<file path="config.mk">
export PLATFORM = sky130hd
export DESIGN_NAME = uart_rx_fifo
export DESIGN_NICKNAME = d
export VERILOG_FILES = /design/src/rtl/uart_rx_fifo.sv
export SDC_FILE = /design/constraint.sdc
export NUM_CORES = 1
export LEC_CHECK = 0
export CELL_PAD_IN_SITES_DETAIL_PLACEMENT = 1
export CELL_PAD_IN_SITES_GLOBAL_PLACEMENT = 2
export CORE_UTILIZATION = 44
export CTS_BUF_LIST = sky130_fd_sc_hd__clkbuf_16
export DETAILED_ROUTE_END_ITERATION = 6
export PLACE_DENSITY_LB_ADDON = 0.2
export SYNTH_ARGS = -nofsm -noshare
export SYNTH_HDL_FRONTEND = slang
export SYNTH_SLANG_ARGS = --single-unit
</file>
<file path="constraint.sdc">
create_clock -name clk -period 6.5 [get_ports clk]
set_clock_uncertainty 0.15 [all_clocks]
set_input_delay 1.3 -clock clk [delete_from_list [all_inputs] [get_ports clk]]
set_output_delay 1.3 -clock clk [all_outputs]
set_load 0.005 [all_outputs]
</file>
<file path="src/rtl/uart_rx_fifo.sv">
// rtl/uart_rx_fifo.sv - 8N1 UART receiver with first-word fall-through receive FIFO
//
// clk        system clock
// rst_n      synchronous active-low reset
// fpga_rx    asynchronous serial input, idle high
// rx_rd      pop strobe, one byte removed per asserted cycle
// rx_data    FIFO head byte, valid while rx_empty=0
// rx_empty   FIFO empty
// rx_count   bytes held, 0..2**FIFO_AW
// frame_err  sticky, stop bit sampled low
// overrun    sticky, byte dropped because FIFO was full
// err_clr    clears frame_err and overrun

module uart_rx_fifo #(
    parameter int CLKS_PER_BIT = 234,
    parameter int FIFO_AW      = 2
) (
    input  logic               clk,
    input  logic               rst_n,
    input  logic               fpga_rx,
    input  logic               rx_rd,
    output logic [7:0]         rx_data,
    output logic               rx_empty,
    output logic [FIFO_AW:0]   rx_count,
    output logic               frame_err,
    output logic               overrun,
    input  logic               err_clr
);

    localparam int DEPTH = 1 << FIFO_AW;
    localparam int CW    = $clog2(CLKS_PER_BIT);
    localparam logic [CW-1:0]    CNT_HALF = CW'(CLKS_PER_BIT / 2 - 1);
    localparam logic [CW-1:0]    CNT_FULL = CW'(CLKS_PER_BIT - 1);
    localparam logic [FIFO_AW:0] DEPTH_C  = (FIFO_AW + 1)'(DEPTH);

    typedef enum logic [2:0] {
        S_IDLE,
        S_START,
        S_DATA,
        S_STOP,
        S_BRK
    } state_t;

    state_t          state, state_d;
    logic            rx_meta, rx_s;
    logic [CW-1:0]   cnt, cnt_d;
    logic [2:0]      bit_idx, bit_idx_d;
    logic [7:0]      shift, shift_d;
    logic            push, frame_set;

    logic [7:0]         mem [DEPTH];
    logic [FIFO_AW-1:0] wr_ptr, rd_ptr;
    logic [FIFO_AW:0]   count;
    logic               full, do_push, do_pop, ovr_set;

    always_comb begin
        state_d   = state;
        cnt_d     = cnt;
        bit_idx_d = bit_idx;
        shift_d   = shift;
        push      = 1'b0;
        frame_set = 1'b0;
        case (state)
            S_IDLE: begin
                cnt_d = '0;
                if (!rx_s) state_d = S_START;
            end
            S_START: begin
                cnt_d = cnt + 1'b1;
                if (cnt == CNT_HALF) begin
                    // Line back high at mid start bit: treat as noise.
                    if (!rx_s) begin
                        state_d   = S_DATA;
                        cnt_d     = '0;
                        bit_idx_d = '0;
                    end else begin
                        state_d = S_IDLE;
                    end
                end
            end
            S_DATA: begin
                cnt_d = cnt + 1'b1;
                if (cnt == CNT_FULL) begin
                    shift_d[bit_idx] = rx_s;
                    cnt_d            = '0;
                    bit_idx_d        = bit_idx + 3'd1;
                    if (bit_idx == 3'd7) state_d = S_STOP;
                end
            end
            S_STOP: begin
                cnt_d = cnt + 1'b1;
                if (cnt == CNT_FULL) begin
                    cnt_d = '0;
                    if (rx_s) begin
                        push    = 1'b1;
                        state_d = S_IDLE;
                    end else begin
                        frame_set = 1'b1;
                        state_d   = S_BRK;
                    end
                end
            end
            S_BRK: begin
                // Hold off until the line idles so a break is not read as new frames.
                if (rx_s) state_d = S_IDLE;
            end
            default: state_d = S_IDLE;
        endcase
    end

    always_ff @(posedge clk) begin
        if (!rst_n) begin
            rx_meta <= 1'b1;
            rx_s    <= 1'b1;
            state   <= S_IDLE;
            cnt     <= '0;
            bit_idx <= '0;
            shift   <= '0;
        end else begin
            rx_meta <= fpga_rx;
            rx_s    <= rx_meta;
            state   <= state_d;
            cnt     <= cnt_d;
            bit_idx <= bit_idx_d;
            shift   <= shift_d;
        end
    end

    // A full FIFO still accepts a byte when the head is popped in the same cycle.
    assign full    = (count == DEPTH_C);
    assign do_pop  = rx_rd && (count != '0);
    assign do_push = push && (!full || rx_rd);
    assign ovr_set = push && full && !rx_rd;

    always_ff @(posedge clk) begin
        if (!rst_n) begin
            wr_ptr    <= '0;
            rd_ptr    <= '0;
            count     <= '0;
            frame_err <= 1'b0;
            overrun   <= 1'b0;
        end else begin
            if (do_push) wr_ptr <= wr_ptr + 1'b1;
            if (do_pop)  rd_ptr <= rd_ptr + 1'b1;
            case ({do_push, do_pop})
                2'b10:   count <= count + 1'b1;
                2'b01:   count <= count - 1'b1;
                default: count <= count;
            endcase
            // Set wins over a coincident clear.
            frame_err <= frame_set | (frame_err & ~err_clr);
            overrun   <= ovr_set   | (overrun   & ~err_clr);
        end
    end

    always_ff @(posedge clk) begin
        if (rst_n && do_push) mem[wr_ptr] <= shift;
    end

    assign rx_data  = mem[rd_ptr];
    assign rx_empty = (count == '0);
    assign rx_count = count;

endmodule

</file>
### After elaboration in Yosys (flattened, before gate mapping)

Memories as Yosys holds them, arrays and structs flattened. A register that Yosys moved wholly into a read port is not among the register bits.
Cells that the tools add are included.

* $add $sub $neg: 6
* order comparisons: 2
* eq/ne operators: 17
* muxes and demuxes: 31
* bitwise gates (word level): 5
* reduce and logical (&&, ||, !) cells: 19

Operators with widths (number)
* 3-bit two-way mux: 10
* 8-bit two-way mux: 3
* 8-bit case mux with 3 select lines: 1
* 3-bit case mux with 5 select lines: 1
* 2-bit != test, second input constant: 7
* 3-bit case mux with 2 select lines: 2
* 3-bit equality test, second input constant: 3
* 1-bit two-way mux: 9
* 8-bit by 1-bit adder with 8-bit output, second input constant: 1
* 8-bit bitwise mux: 1
* 8-bit by 7-bit equality test with 1-bit output, second input constant: 1
* 8-bit equality test, second input constant: 1
* 3-bit by 1-bit adder with 3-bit output, second input constant: 2
* 3-bit by 2-bit equality test with 1-bit output, second input constant: 2
* 1-bit logical AND: 6
* 3-bit zero test: 2
* 2-bit two-way mux: 3
* 6-bit AND reduction: 1
* 3-bit nonzero test: 2
* 2-bit by 1-bit adder with 2-bit output, second input constant: 2
* 3-bit by 4-bit less-than comparator with 1-bit output, second input constant: 1
* 4-bit AND reduction: 1
* 2-bit nonzero test: 2
* 1-bit demux with 3-bit select: 1
* 12 further kinds: 15

* flip-flop bits (word level): 33
* RAM bits: 32
* input bits: 5
* logic and storage cells: 92
* memories: 1

Memory list
* mem: depth 4, width 8, rd ports 1, clocked after Yosys merged registers in 1, wr ports 1, RTL line 51 `logic [7:0] mem [DEPTH];`

### Logic depth before layout (Yosys ltp)

* word-level depth: 7
* mapped depth: 11
* mapped depth without buffers: 11

### Worst setup path before layout

No wires, ideal clock.

* kind: input to register
* start: input port rx_rd
* end: register count[2], in the netlist rx_count[2]
* setup time: 76 ps
* arrival: 3147 ps
* required time: 6274 ps
* slack: 3128 ps
* stages: 9
* path buffers: 0
* path through: or4b_1 nor4b_4 inv_1 ha_1 inv_1 fa_1 xor2_1 or3_1 a21boi_0

* word-level cells in the longest chain between the ends: 4
* elaborated cells between the ends (all ways): 7
* those cells by class: 2 x eq/ne; 1 x mux; 4 x reduce/logical

Ends and longest elaborated chain
* start, declared: RTL line 21 `input logic rx_rd,`
* 1-bit logical OR: RTL line 132 `assign do_push = push && (!full || rx_rd);`
* 1-bit logical AND: RTL line 132
* 2-bit by 1-bit equality test with 1-bit output or 2-bit equality test (tied branches): RTL line 145 `case ({do_push, do_pop})`
* 3-bit case mux with 2 select lines or 2-bit nonzero test (tied branches)
* end signal, assigned: RTL line 146 `2'b10: count <= count + 1'b1;`
* end signal, assigned: RTL line 147 `2'b01: count <= count - 1'b1;`
* end signal, assigned: RTL line 148 `default: count <= count;`
* end, declared: RTL line 53 `logic [FIFO_AW:0] count;`

Parallel ways exist; a longest one is shown, timed or not.
A chain may end at the register's enable or synchronous reset.

### Final worst setup path

Same ends and word-level chain as after synthesis.

==> metrics <==
initial core utilization 46.3%; TritonCTS buffer count 9; CTS sink count 67; clock tree from TritonCTS built; Post-Synthesis Net Count 249; fin crit share 55.6%; Clock transition at path regs 0.06 ns; failing checks DRC; DP HPWL 3.69 mm; max-slew violation count 0; drt total wl 5.45 mm; post-synthesis cell area 0.00299 mm^2; commonest non-fill, non-tap cell in the layout dfxtp_1; CTS Buffer Depth 2; Distinct cells, synth 49; Avg Vias per Cell 5.38; most used flip-flop cell after synthesis dfxtp_1; Seq pwr share 48.6%; Antenna Nets Post-Route 0; Mapped Avg Cell Area 12.8 um^2; die height 84.4 um; max_slew headroom 61.5%; FMAX 277 MHz; HP Start rx_meta$_SDFF_PN1_; Post-synth EDFFs 32; Setup CP Type in -> reg; RR Endpoint rx_count[2]$_SDFFE_PN0P_; Worst-Margin Slew 0.577 ns; Clk pwr share 49.3%; Final Non-Filler Cells 336; P_sw 0.201 mW; Crit Reg-Reg Startpoint state[2]$_SDFFE_PN0P_; global-route wire length before repair 9.11 mm; cell area after layout 0.00351 mm^2; Clk Latency, worst-skew pair 0.33 ns; GRT Util Overall 16.9%; Synth Instances 233; final hold viol count 0; Final Hold Slack 0.258 ns; worst path arrival time 3.72 ns; post-CTS setup buffers 0; Crit. End Element flop; Initial DRT Pass Iterations 6; Hold Path End rx_s$_SDFF_PN1_; register area 0.00166 mm^2; via count 1,806; Layout area overhead 17.6%; status finished with violations; CP max FO 7; area occupied by multi-input gates 0.00124 mm^2; chip width 84.4 um; static leakage 1.36 nW; Layout Nets 270; H-tree Lvls 3; asr flop ratio synth 0%; PD cells 259 mW/mm^2; IO Count 19; sw frac 22.1%; Antenna Cells 0; VDD IR max 0.000142 V; R2R setup slack 3.83 ns; RD Place Congestion 0.730; total congestion overflow 0; reg2reg path depth 9; minimum clock period 3.61 ns; drt initial violations 60; number of global-route vias before repair 1,867; wire per inst 16.2 um; Filler Cell Count 659; Root Driver clkbuf_16; Post-Place Cells 320; flops & latches, synth 67; largest net degree at the start of global routing 39; combinational power share 2.0%; cts-stage hold buffer count 0; drt drc 6; Post-CTS Resized 0; sequential-to-total area share from yosys stat 55.6%; CP Launch Type input pin; setup TNS 0 ns; most frequent cells in the layout 35 x dfxtp_1, 32 x edfxtp_1, 23 x nand2_1; initial antenna violation count 0; overall power 0.909 mW; Port Buffers 18; RSZ-0062 raised after global routing no; yosys warns 0; hold depth 1; Die ar. 0.00712 mm^2; Worst Hold Class reg -> reg; # Max-Cap Violations 0; core box area 0.00646 mm^2; placed cell area 0.00324 mm^2; Final setup viols 0; P_int 0.708 mW; row cnt 29; layout cells sized above 1 13.1%; data required time of the worst path 6.60 ns
==> critical path: stages <==
cell	delay, ns
clkdlybuf4s50_1	0.42
or4b_1	0.50
nor4b_4	0.18
inv_1	0.07
ha_1	0.18
inv_1	0.06
fa_1	0.37
xor2_1	0.16
or3_1	0.30
a21boi_0	0.18
==> cells in the mapped netlist (5+ instances only) <==
master | count | area (um^2)
and2_1 | 6 | 37.5
clkbuf_1 | 6 | 22.5
dfxtp_1 | 35 | 701
edfxtp_1 | 32 | 961
ha_1 | 10 | 125
inv_1 | 12 | 45.0
mux2i_1 | 10 | 100
mux4_2 | 8 | 180
nand2_1 | 23 | 86.3
nor2_1 | 12 | 45.0
xnor2_1 | 8 | 70.1
xor2_1 | 5 | 43.8
==> area by class of cell <==
class | instances | share of cell area [%]
inverters | 12 | 1.28
clock buffers | 9 | 6.41
multi-input cells | 145 | 35.4
repair buffers | 19 | 5.34
flip-flops and latches | 67 | 47.3
clock inverters | 7 | 1.50
well taps | 77 | 2.74
==> power groups by stage <==
stage                     sequential (mW)  combinational, mW  clock, mW
final                               0.442             0.0186      0.448
after global routing                0.442             0.0208      0.475
after CTS                           0.442             0.0191      0.458
after detailed placement            0.451             0.0190          0
after global placement              0.451             0.0189          0
after floorplan                     0.450             0.0130          0
==> kinds of logic after synthesis <==
logic type                 Yosys count  share of synthesized area (%)
and+or+nand+nor                     81                           17.3
DFF                                 67                           55.6
AOI/OAI and AO/OA                   22                           6.32
buffers and inverters               21                           2.72
muxes                               18                           9.38
xor gates and xnor gates            13                           3.81
adders and majority gates           11                           4.86
==> metrics by stage <==
step           utilization (%)  setup WS [ns]
3_5_place_dp              50.1           2.58
5_1_grt                   54.4           2.69
3_3_place_gp              50.1           2.65
2_1_floorplan                -           3.13
4_1_cts                   54.4           2.90
6_report                  54.4           2.89
==> registers in the layout (all words and copies together), names as in the netlist, named ones only <==
name / flops
mem: 32
cnt: 8
shift: 8
bit_idx: 3
rx_count: 3
state: 3
rd_ptr: 2
wr_ptr: 2
frame_err: 1
overrun: 1
rx_meta: 1
rx_s: 1
==> per-layer routing <==
layer	share of wire [%]	track usage, %	routed length [um]	up-vias
met5	0	0	0	-
met4	0.42	5.08	23	0
met3	3.6	6.19	196	2
met2	50	27.8	2700	24
met1	46	20.9	2530	894
li1	-	-	-	886
==> worst max path at each step <==
stage | startpoint | end | slack (ns) | depth (start not counted)
3_5_place_dp | rx_rd | rx_count[2]$_SDFFE_PN0P_ | 2.58 | 10
6_report | rx_rd | rx_count[2]$_SDFFE_PN0P_ | 2.89 | 10
4_1_cts | rx_rd | rx_count[2]$_SDFFE_PN0P_ | 2.90 | 10
5_1_grt | rx_rd | rx_count[2]$_SDFFE_PN0P_ | 2.69 | 10
3_3_place_gp | rx_rd | rx_count[2]$_SDFFE_PN0P_ | 2.65 | 10
2_1_floorplan | rx_rd | rx_count[2]$_SDFFE_PN0P_ | 3.13 | 9
Power figures use the tool's default switching activity.
